**config.mk**
```make
export PLATFORM = sky130hd
export DESIGN_NAME = hazard_flush_ctrl
export DESIGN_NICKNAME = d
export VERILOG_FILES = /design/src/rtl/hazard_flush_ctrl_pkg.sv /design/src/rtl/hazard_flush_ctrl_sat_counter.sv /design/src/rtl/hazard_flush_ctrl.sv
export SDC_FILE = /design/constraint.sdc
export NUM_CORES = 1
export LEC_CHECK = 0
export CORE_MARGIN = 1.5
export CORE_UTILIZATION = 35
export DETAILED_ROUTE_END_ITERATION = 12
export DONT_BUFFER_PORTS = 1
export SLEW_MARGIN = 20
export SYNTH_ARGS = -nofsm -noshare
export SYNTH_HDL_FRONTEND = slang
export SYNTH_SLANG_ARGS = --single-unit
```
**constraint.sdc**
```tcl
create_clock -name clk -period 3.8 [get_ports clk]
set_clock_uncertainty 0.05 [all_clocks]
set_input_delay 0.95 -clock clk [delete_from_list [all_inputs] [get_ports clk]]
set_output_delay 0.95 -clock clk [all_outputs]
set_load 0.03 [all_outputs]
```
**src/rtl/hazard_flush_ctrl_pkg.sv**
```systemverilog
// Shared types and constants for the pipeline hazard/flush controller.
package hazard_flush_ctrl_pkg;

  localparam int REG_W = 5;
  localparam logic [REG_W-1:0] REG_ZERO = '0;

  typedef enum logic [1:0] {
    ST_RUN    = 2'd0,
    ST_STALL  = 2'd1,
    ST_FREEZE = 2'd2
  } state_e;

  typedef struct packed {
    logic pc_write;
    logic id_write;
    logic if_flush;
    logic ex_bubble;
    logic pipe_freeze;
  } ctl_t;

  localparam ctl_t CTL_RUN    = '{pc_write: 1'b1, id_write: 1'b1, if_flush: 1'b0, ex_bubble: 1'b0, pipe_freeze: 1'b0};
  localparam ctl_t CTL_FLUSH  = '{pc_write: 1'b1, id_write: 1'b1, if_flush: 1'b1, ex_bubble: 1'b1, pipe_freeze: 1'b0};
  localparam ctl_t CTL_BUBBLE = '{pc_write: 1'b0, id_write: 1'b0, if_flush: 1'b0, ex_bubble: 1'b1, pipe_freeze: 1'b0};
  localparam ctl_t CTL_FREEZE = '{pc_write: 1'b0, id_write: 1'b0, if_flush: 1'b0, ex_bubble: 1'b0, pipe_freeze: 1'b1};
  localparam ctl_t CTL_RESET  = '{pc_write: 1'b0, id_write: 1'b0, if_flush: 1'b1, ex_bubble: 1'b1, pipe_freeze: 1'b0};

endpackage

```
**src/rtl/hazard_flush_ctrl_sat_counter.sv**
```systemverilog
// Saturating event counter; holds at all-ones instead of wrapping.
module sat_counter #(
  parameter int W = 16
) (
  input  logic         clk,
  input  logic         rst,
  input  logic         inc,
  output logic [W-1:0] cnt
);

  logic [W-1:0] cnt_q, cnt_d;

  always_comb begin
    cnt_d = cnt_q;
    if (inc && (cnt_q != '1)) cnt_d = cnt_q + 1'b1;
  end

  always_ff @(posedge clk or posedge rst) begin
    if (rst) cnt_q <= '0;
    else     cnt_q <= cnt_d;
  end

  assign cnt = cnt_q;

endmodule

```
**src/rtl/hazard_flush_ctrl.sv**
```systemverilog
// Stall/flush/freeze sequencing for the IF/ID/EX pipe.
// state  | meaning
// RUN    | normal issue; load-use and taken-branch decided combinationally
// STALL  | extra load-use bubbles still owed (lu_cnt_q left)
// FREEZE | dmem busy; saved_q remembers RUN or STALL to resume
module hazard_flush_ctrl
  import hazard_flush_ctrl_pkg::*;
#(
  parameter int LU_CYCLES = 1,
  parameter int WD_MAX    = 255,
  parameter int CNT_W     = 16
) (
  input  logic             clk,
  input  logic             rst,
  input  logic [REG_W-1:0] id_rs1,
  input  logic [REG_W-1:0] id_rs2,
  input  logic             id_use_rs1,
  input  logic             id_use_rs2,
  input  logic             ex_mem_read,
  input  logic [REG_W-1:0] ex_rd,
  input  logic             ex_branch_taken,
  input  logic             dmem_busy,
  output logic             pc_write,
  output logic             ID_write,
  output logic             IF_flush,
  output logic             ex_bubble,
  output logic             pipe_freeze,
  output logic             wd_err,
  output logic [CNT_W-1:0] stall_cnt,
  output logic [CNT_W-1:0] flush_cnt
);

  localparam logic [2:0] LU_INIT = 3'(LU_CYCLES - 1);
  localparam logic [7:0] WD_LIM  = 8'(WD_MAX);

  state_e     state_q, state_d, saved_q, saved_d, eff_state;
  logic [2:0] lu_cnt_q, lu_cnt_d;
  logic [7:0] wd_cnt_q, wd_cnt_d, wd_next;
  logic       rec_q, rec_d;
  logic       wd_err_q, wd_err_d;
  logic       lu_hit, flush_inc;
  ctl_t       ctl;

  assign lu_hit = ex_mem_read && (ex_rd != REG_ZERO) &&
                  ((id_use_rs1 && (id_rs1 == ex_rd)) || (id_use_rs2 && (id_rs2 == ex_rd)));

  // Once dmem releases, the frozen state's own behaviour applies in that same cycle.
  assign eff_state = (state_q == ST_FREEZE) ? saved_q : state_q;
  assign wd_next   = (state_q == ST_FREEZE) ? wd_cnt_q + 8'd1 : 8'd1;

  always_ff @(posedge clk or posedge rst) begin
    if (rst) begin
      state_q  <= ST_RUN;
      saved_q  <= ST_RUN;
      lu_cnt_q <= '0;
      wd_cnt_q <= '0;
      rec_q    <= 1'b0;
      wd_err_q <= 1'b0;
    end else begin
      state_q  <= state_d;
      saved_q  <= saved_d;
      lu_cnt_q <= lu_cnt_d;
      wd_cnt_q <= wd_cnt_d;
      rec_q    <= rec_d;
      wd_err_q <= wd_err_d;
    end
  end

  always_comb begin
    state_d  = state_q;
    saved_d  = saved_q;
    lu_cnt_d = lu_cnt_q;
    wd_cnt_d = '0;
    rec_d    = 1'b0;
    wd_err_d = wd_err_q;
    if (rec_q) begin
      state_d = ST_RUN;
    end else if (dmem_busy) begin
      if (wd_next == WD_LIM) begin
        wd_err_d = 1'b1;
        rec_d    = 1'b1;
        state_d  = ST_RUN;
      end else begin
        state_d  = ST_FREEZE;
        wd_cnt_d = wd_next;
        if (state_q != ST_FREEZE) saved_d = state_q;
      end
    end else begin
      case (eff_state)
        ST_STALL: begin
          if (lu_cnt_q == 3'd1) begin
            state_d = ST_RUN;
          end else begin
            state_d  = ST_STALL;
            lu_cnt_d = lu_cnt_q - 3'd1;
          end
        end
        default: begin
          state_d = ST_RUN;
          if (!ex_branch_taken && lu_hit && (LU_CYCLES > 1)) begin
            state_d  = ST_STALL;
            lu_cnt_d = LU_INIT;
          end
        end
      endcase
    end
  end

  always_comb begin
    ctl       = CTL_RUN;
    flush_inc = 1'b0;
    if (rst) begin
      ctl = CTL_RESET;
    end else if (rec_q) begin
      ctl = CTL_FLUSH;
    end else if (dmem_busy) begin
      ctl = CTL_FREEZE;
    end else if (eff_state == ST_STALL) begin
      ctl = CTL_BUBBLE;
    end else if (ex_branch_taken) begin
      ctl       = CTL_FLUSH;
      flush_inc = 1'b1;
    end else if (lu_hit) begin
      ctl = CTL_BUBBLE;
    end
  end

  assign pc_write    = ctl.pc_write;
  assign ID_write    = ctl.id_write;
  assign IF_flush    = ctl.if_flush;
  assign ex_bubble   = ctl.ex_bubble;
  assign pipe_freeze = ctl.pipe_freeze;
  assign wd_err      = wd_err_q;

  sat_counter #(.W(CNT_W)) u_stall_cnt (
    .clk (clk),
    .rst (rst),
    .inc (!ctl.pc_write),
    .cnt (stall_cnt)
  );

  sat_counter #(.W(CNT_W)) u_flush_cnt (
    .clk (clk),
    .rst (rst),
    .inc (flush_inc),
    .cnt (flush_cnt)
  );

endmodule

```
== Yosys cells after proc, flatten, opt, wreduce, memory -nomap -nowiden ==
Index checks and enable logic that the tools add are counted.
Widths: inputs -> output; s select.

* Bits of input ports: 22
* Register bits: 49
* Output and inout bits: 38
* Word-level logic and storage cells: 61

* Eq/ne operators: 9
* Muxes and demuxes: 24
* Bitwise operators: 4
* Add/sub/neg operators: 4
* Reduce and logical (&&, ||, !) cells: 12

{| class="wikitable"
|+ Operators by type and width
! cell !! number
|-
| $add 16x1->16 const B || 2
|-
| $mux 8 || 4
|-
| $ne 16x16->1 const B || 2
|-
| $mux 5 || 6
|-
| $eq 5x5->1 || 2
|-
| $mux 2 || 5
|-
| $mux 1 || 9
|-
| $add 8x1->8 const B || 1
|-
| $eq 8x8->1 const B || 1
|-
| $reduce_and 4->1 || 2
|-
| $logic_and 1x1->1 || 6
|-
| $reduce_bool 5->1 || 1
|-
| $not 1->1 || 4
|-
| $eq 3x1->1 const B || 1
|-
| $reduce_and 3->1 || 1
|-
| $sub 3x1->3 const B || 1
|-
| $eq 2x1->1 const B || 1
|-
| $eq 2x2->1 const B || 1
|-
| $ne 2x2->1 const B || 1
|-
| $logic_not 1->1 || 1
|-
| $logic_or 1x1->1 || 1
|}

== Depth between registers and ports, before layout ==
* Depth in word-level cells: 12
* Mapped depth: 8
* Gate-level depth less buffers: 7

== Modules after synthesis ==
A second synthesis with hierarchy kept.

* Cells, all modules: 249
* Area, all modules: 2667.6 um^2

{| class="wikitable"
|+ Modules (own cells, without submodules)
! module !! instances !! sequential area each (um^2) !! area each (um^2) !! cells an instance
|-
| sat_counter || 2 || 400.4 || 805.8 || 71
|-
| hazard_flush_ctrl || 1 || 425.4 || 1056.0 || 107
|}

== Least setup slack after synthesis ==
Ideal clock, no wire load.

* Path kind: input to output
* From: input port rst
* To: output port pc_write
* Buffers on the path: 2
* Data required time: 2.800 ns
* Arrival: 2.971 ns
* Setup slack: -0.171 ns
* Cell stages on the path: 6
* Cells stage by stage: inv_1 o21a_1 o41ai_4 buf_6 inv_1 buf_4

* Cells in the longest elaborated chain, start to end: 1

{| class="wikitable"
|+ Ends and longest elaborated chain
! what !! line !! source
|-
| from (decl) || hazard_flush_ctrl.sv:14 || <nowiki>input logic rst,</nowiki>
|-
| $mux 5 || hazard_flush_ctrl.sv:112 || <nowiki>if (rst) begin</nowiki>
|-
| to (decl) || hazard_flush_ctrl.sv:23 || <nowiki>output logic pc_write,</nowiki>
|}

No other way between the ends.

== Worst setup path in the final report ==
* From: input port ex_rd[1]
* To: output port ex_bubble

* Cells in the longest elaborated chain, start to end: 10
* Elaborated cells between the ends (all ways): 14
* Classes of those cells: eq/ne: 2; mux: 6; reduce/logical: 6

{| class="wikitable"
|+ Ends and longest elaborated chain
! what !! line !! source
|-
| from (decl) || hazard_flush_ctrl.sv:20 || <nowiki>input logic [REG_W-1:0] ex_rd,</nowiki>
|-
| $eq 5x5->1 || hazard_flush_ctrl.sv:45 || <nowiki>((id_use_rs1 && (id_rs1 == ex_rd)) || (id_use_rs2 && (id_rs2 == ex_rd)));</nowiki>
|-
| $logic_and 1x1->1 || hazard_flush_ctrl.sv:45 ||
|-
| $logic_or 1x1->1 || hazard_flush_ctrl.sv:45 ||
|-
| $logic_and 1x1->1 * || hazard_flush_ctrl.sv:44 || <nowiki>assign lu_hit = ex_mem_read && (ex_rd != REG_ZERO) &&</nowiki>
|-
| $mux 5 * || hazard_flush_ctrl.sv:123 || <nowiki>end else if (lu_hit) begin</nowiki>
|-
| $mux 5 * || hazard_flush_ctrl.sv:120 || <nowiki>end else if (ex_branch_taken) begin</nowiki>
|-
| $mux 5 * || hazard_flush_ctrl.sv:118 || <nowiki>end else if (eff_state == ST_STALL) begin</nowiki>
|-
| $mux 5 * || hazard_flush_ctrl.sv:116 || <nowiki>end else if (dmem_busy) begin</nowiki>
|-
| $mux 5 * || hazard_flush_ctrl.sv:114 || <nowiki>end else if (rec_q) begin</nowiki>
|-
| $mux 5 * || hazard_flush_ctrl.sv:112 ||
|-
| to (decl) || hazard_flush_ctrl.sv:26 || <nowiki>output logic ex_bubble,</nowiki>
|}

Mark *: on every way between the ends. The rest lies on a longest branch, timed or not.

==> results.md <==
- Number of buffers created by CTS: 5
- Startpoint types: primary input
- Crit path DAT: 2.49 ns
- Fill cell count: 683
- Final antenna-violating net count: 0
- Initial antenna violation count: 0
- Switching power of the nets: 537 uW
- H-tree Lvls: 2
- Vias in the first global route: 1717
- Fin. Hold Viols: 0
- Post-synth EDFFs: 0
- Setup slack, reg-to-reg: 1.33 ns
- Cell Int Power: 850 uW
- Gp weighted congestion: 0.738
- Status: finished clean
- Dpl ws: 0.329 ns
- Final min period: 3.49 ns
- Final Max Slew Viols: 0
- Leakage: 0.00114 uW
- Mapped Nets: 263
- Peak supply drop: 0.000373 V
- CTS tree: done
- Syn Inst Count: 236
- Core footprint: 6870 um^2
- Mean Syn Cell Area: 10.6 um^2
- Via count: 1733
- Clk sink count: 49
- Measured slew at the worst slew-check pin: 0.769 ns
- Setup violations, final: 0
- Setup bufs post-CTS: 0
- Post-synthesis sequential area ratio: 0.490
- Die width: 87.6 um
- Critical Path RT: 2.80 ns
- Cell area after synthesis: 2500 um^2
- Relative slew slack: 0.485
- Synth Register Bits: 49
- Ys flop type: dfrtp_1
- DRT iter0 DRCs: 56
- Gate power share: 0.178
- Post-Route WL: 4890 um
- Fmax: 0.286 GHz
- Largest net degree at the start of global routing: 50
- Area contributors post-synth: dfrtp_1, xnor2_1, xor2_1
- Root buffer cell: clkbuf_8
- Residual DRC count: 0
- Most frequent cell after synthesis: dfrtp_1
- Largest fanout on the critical path: 3
- DIE AREA: 7670 um^2
- CP Class: in -> out
- Synth Warn #: 0
- Synth area leader: dfrtp_1
- Top post-synthesis cells by count: dfrtp_1, xnor2_1, nor2_1
- CTS resizes: 0
- Via-to-Cell Ratio: 5.10
- Diodes inserted: 0
- Clock network power share: 0.217
- Total negative slack: 0 ns
- Pre-antenna DRT Iters: 4
- Initial Utilization: 0.364
- Clock Latency Late Sink: 0.30 ns
- Total gr overflow: 0
- Fin nets: 270
- Cts hold-fix bufs: 0
- Row count: 30
- Post-synth ARST share: 1.00
- Tcrit/Tclk final: 0.919
- Layout overhead on the synthesized area: 8.45%
- Crit. End Element: output port
- Clk slew on worst S/H paths: 0.08 ns
- Yosys top cell area share: 0.490
- Wire length per cell: 14.4 um
- Half-perimeter wire length after placement: 3610 um
- Die Y: 87.6 um
- Share of cells above drive strength 1: 0.0984
- First-pass GRT wire length: 8400 um
- I/O pin count: 60
- Port Buf Inserts: 0
- Worst setup margin: 0.308 ns
- Max Cap Viol: 0
- Sequential share of power: 0.605
- Library cells used by synthesis: 44
- Switching Share: 0.387
- PwrDens: 511 nW/um^2
- Clock tree buffer depth: 2
- RSZ-0062 raised after global routing: no
- Hold Crit Class: reg -> reg
- Total GRT Usage: 0.141
## cells in the final DEF, fill, tap and decap left out, drive strengths merged
cell	synthesis	layout
a2111oi	1	1
a21boi	1	1
a21oi	3	3
a31oi	2	2
a32oi	1	1
a41oi	1	1
and2	6	6
and3	8	8
and4	4	4
and4bb	1	1
buf	2	4
clkbuf	2	7
clkinvlp	0	2
dfrtp	49	49
ha	5	5
inv	8	7
mux2	3	3
nand2	18	18
nand2b	1	1
nand3	17	17
nand3b	1	1
nand4	15	15
nor2	19	19
nor2b	3	3
nor3	5	5
nor3b	1	1
nor4	5	5
o21a	1	1
o21ai	4	4
o31a	1	1
o41a	1	1
o41ai	1	1
or2	1	1
or4	1	1
xnor2	32	32
xor2	12	12
## critical path, cell delays in order
cell	delay, ns
or4_2	0.66
o21ai_2	0.21
nor2_1	0.07
nor4_1	0.25
o21ai_0	0.14
buf_4	0.20
## through the flow
step	cells	power [uW]	hold slack, ns	util	cell area [um^2]
detailed placement	332	1100	0.416	0.383	2630
floorplan	236	1030	0.395	-	2510
finish	340	1390	0.419	0.395	2710
CTS	340	1410	0.428	0.395	2710
global route	340	1480	0.436	0.395	2710
global placement	332	1100	0.412	0.383	2630
## flip-flops by register name, summed over array words and instances (netlist names)
signal / cells
state_q: 2
lu_cnt_q: 3
wd_err: 1
u_flush_cnt.cnt: 16
wd_cnt_q: 8
rec_q: 1
saved_q: 2
u_stall_cnt.cnt: 16
## kinds of logic after synthesis
logic type | count (synthesis) | synth area share
AND/OR/NAND/NOR | 106 | 0.237
AO/OA/AOI/OAI | 17 | 0.0585
flip-flops | 49 | 0.490
XOR/XNOR | 44 | 0.154
buffers and inverters | 12 | 0.0225
adder cells (fa/ha/maj) | 5 | 0.0250
multiplexers | 3 | 0.0135
## worst paths after layout
check                              startpoint                 end  cells after the start
max                                  ex_rd[1]           ex_bubble                      6
min                               lu_cnt_q[2]         lu_cnt_q[2]                      1
max reg2reg                u_stall_cnt.cnt[2]  u_stall_cnt.cnt[8]                      6
min reg2reg                       lu_cnt_q[2]         lu_cnt_q[2]                      1
max in group asynchronous                 rst         lu_cnt_q[0]                      2
min in group asynchronous                 rst               rec_q                      2
## layout make-up
type                    instances  area, um^2  area share
flip-flops and latches         49        1230       0.452
multi-input cells             175        1220       0.450
repair buffers                  4        30.0      0.0111
clock buffers                   7        76.3      0.0281
inverters                       8        33.8      0.0124
well taps                      96         120      0.0443
clock inverters                 1        7.51     0.00277
## layer usage
metal | vias up | global-route usage | routed length [um]
met5 | - | 0 | 0
met3 | 6 | 0.0481 | 306
met1 | 846 | 0.199 | 2360
met2 | 39 | 0.206 | 2170
met4 | 0 | 0.0418 | 56
li1 | 842 | - | -
## power by group through the flow
stage | combinational, uW | sequential [uW] | clock [uW]
4_1_cts | 251 | 843 | 314
5_1_grt | 287 | 859 | 332
3_3_place_gp | 246 | 850 | 0
2_1_floorplan | 214 | 821 | 0
6_report | 246 | 839 | 301
3_5_place_dp | 250 | 853 | 0
(Power assumes the default switching activity.)
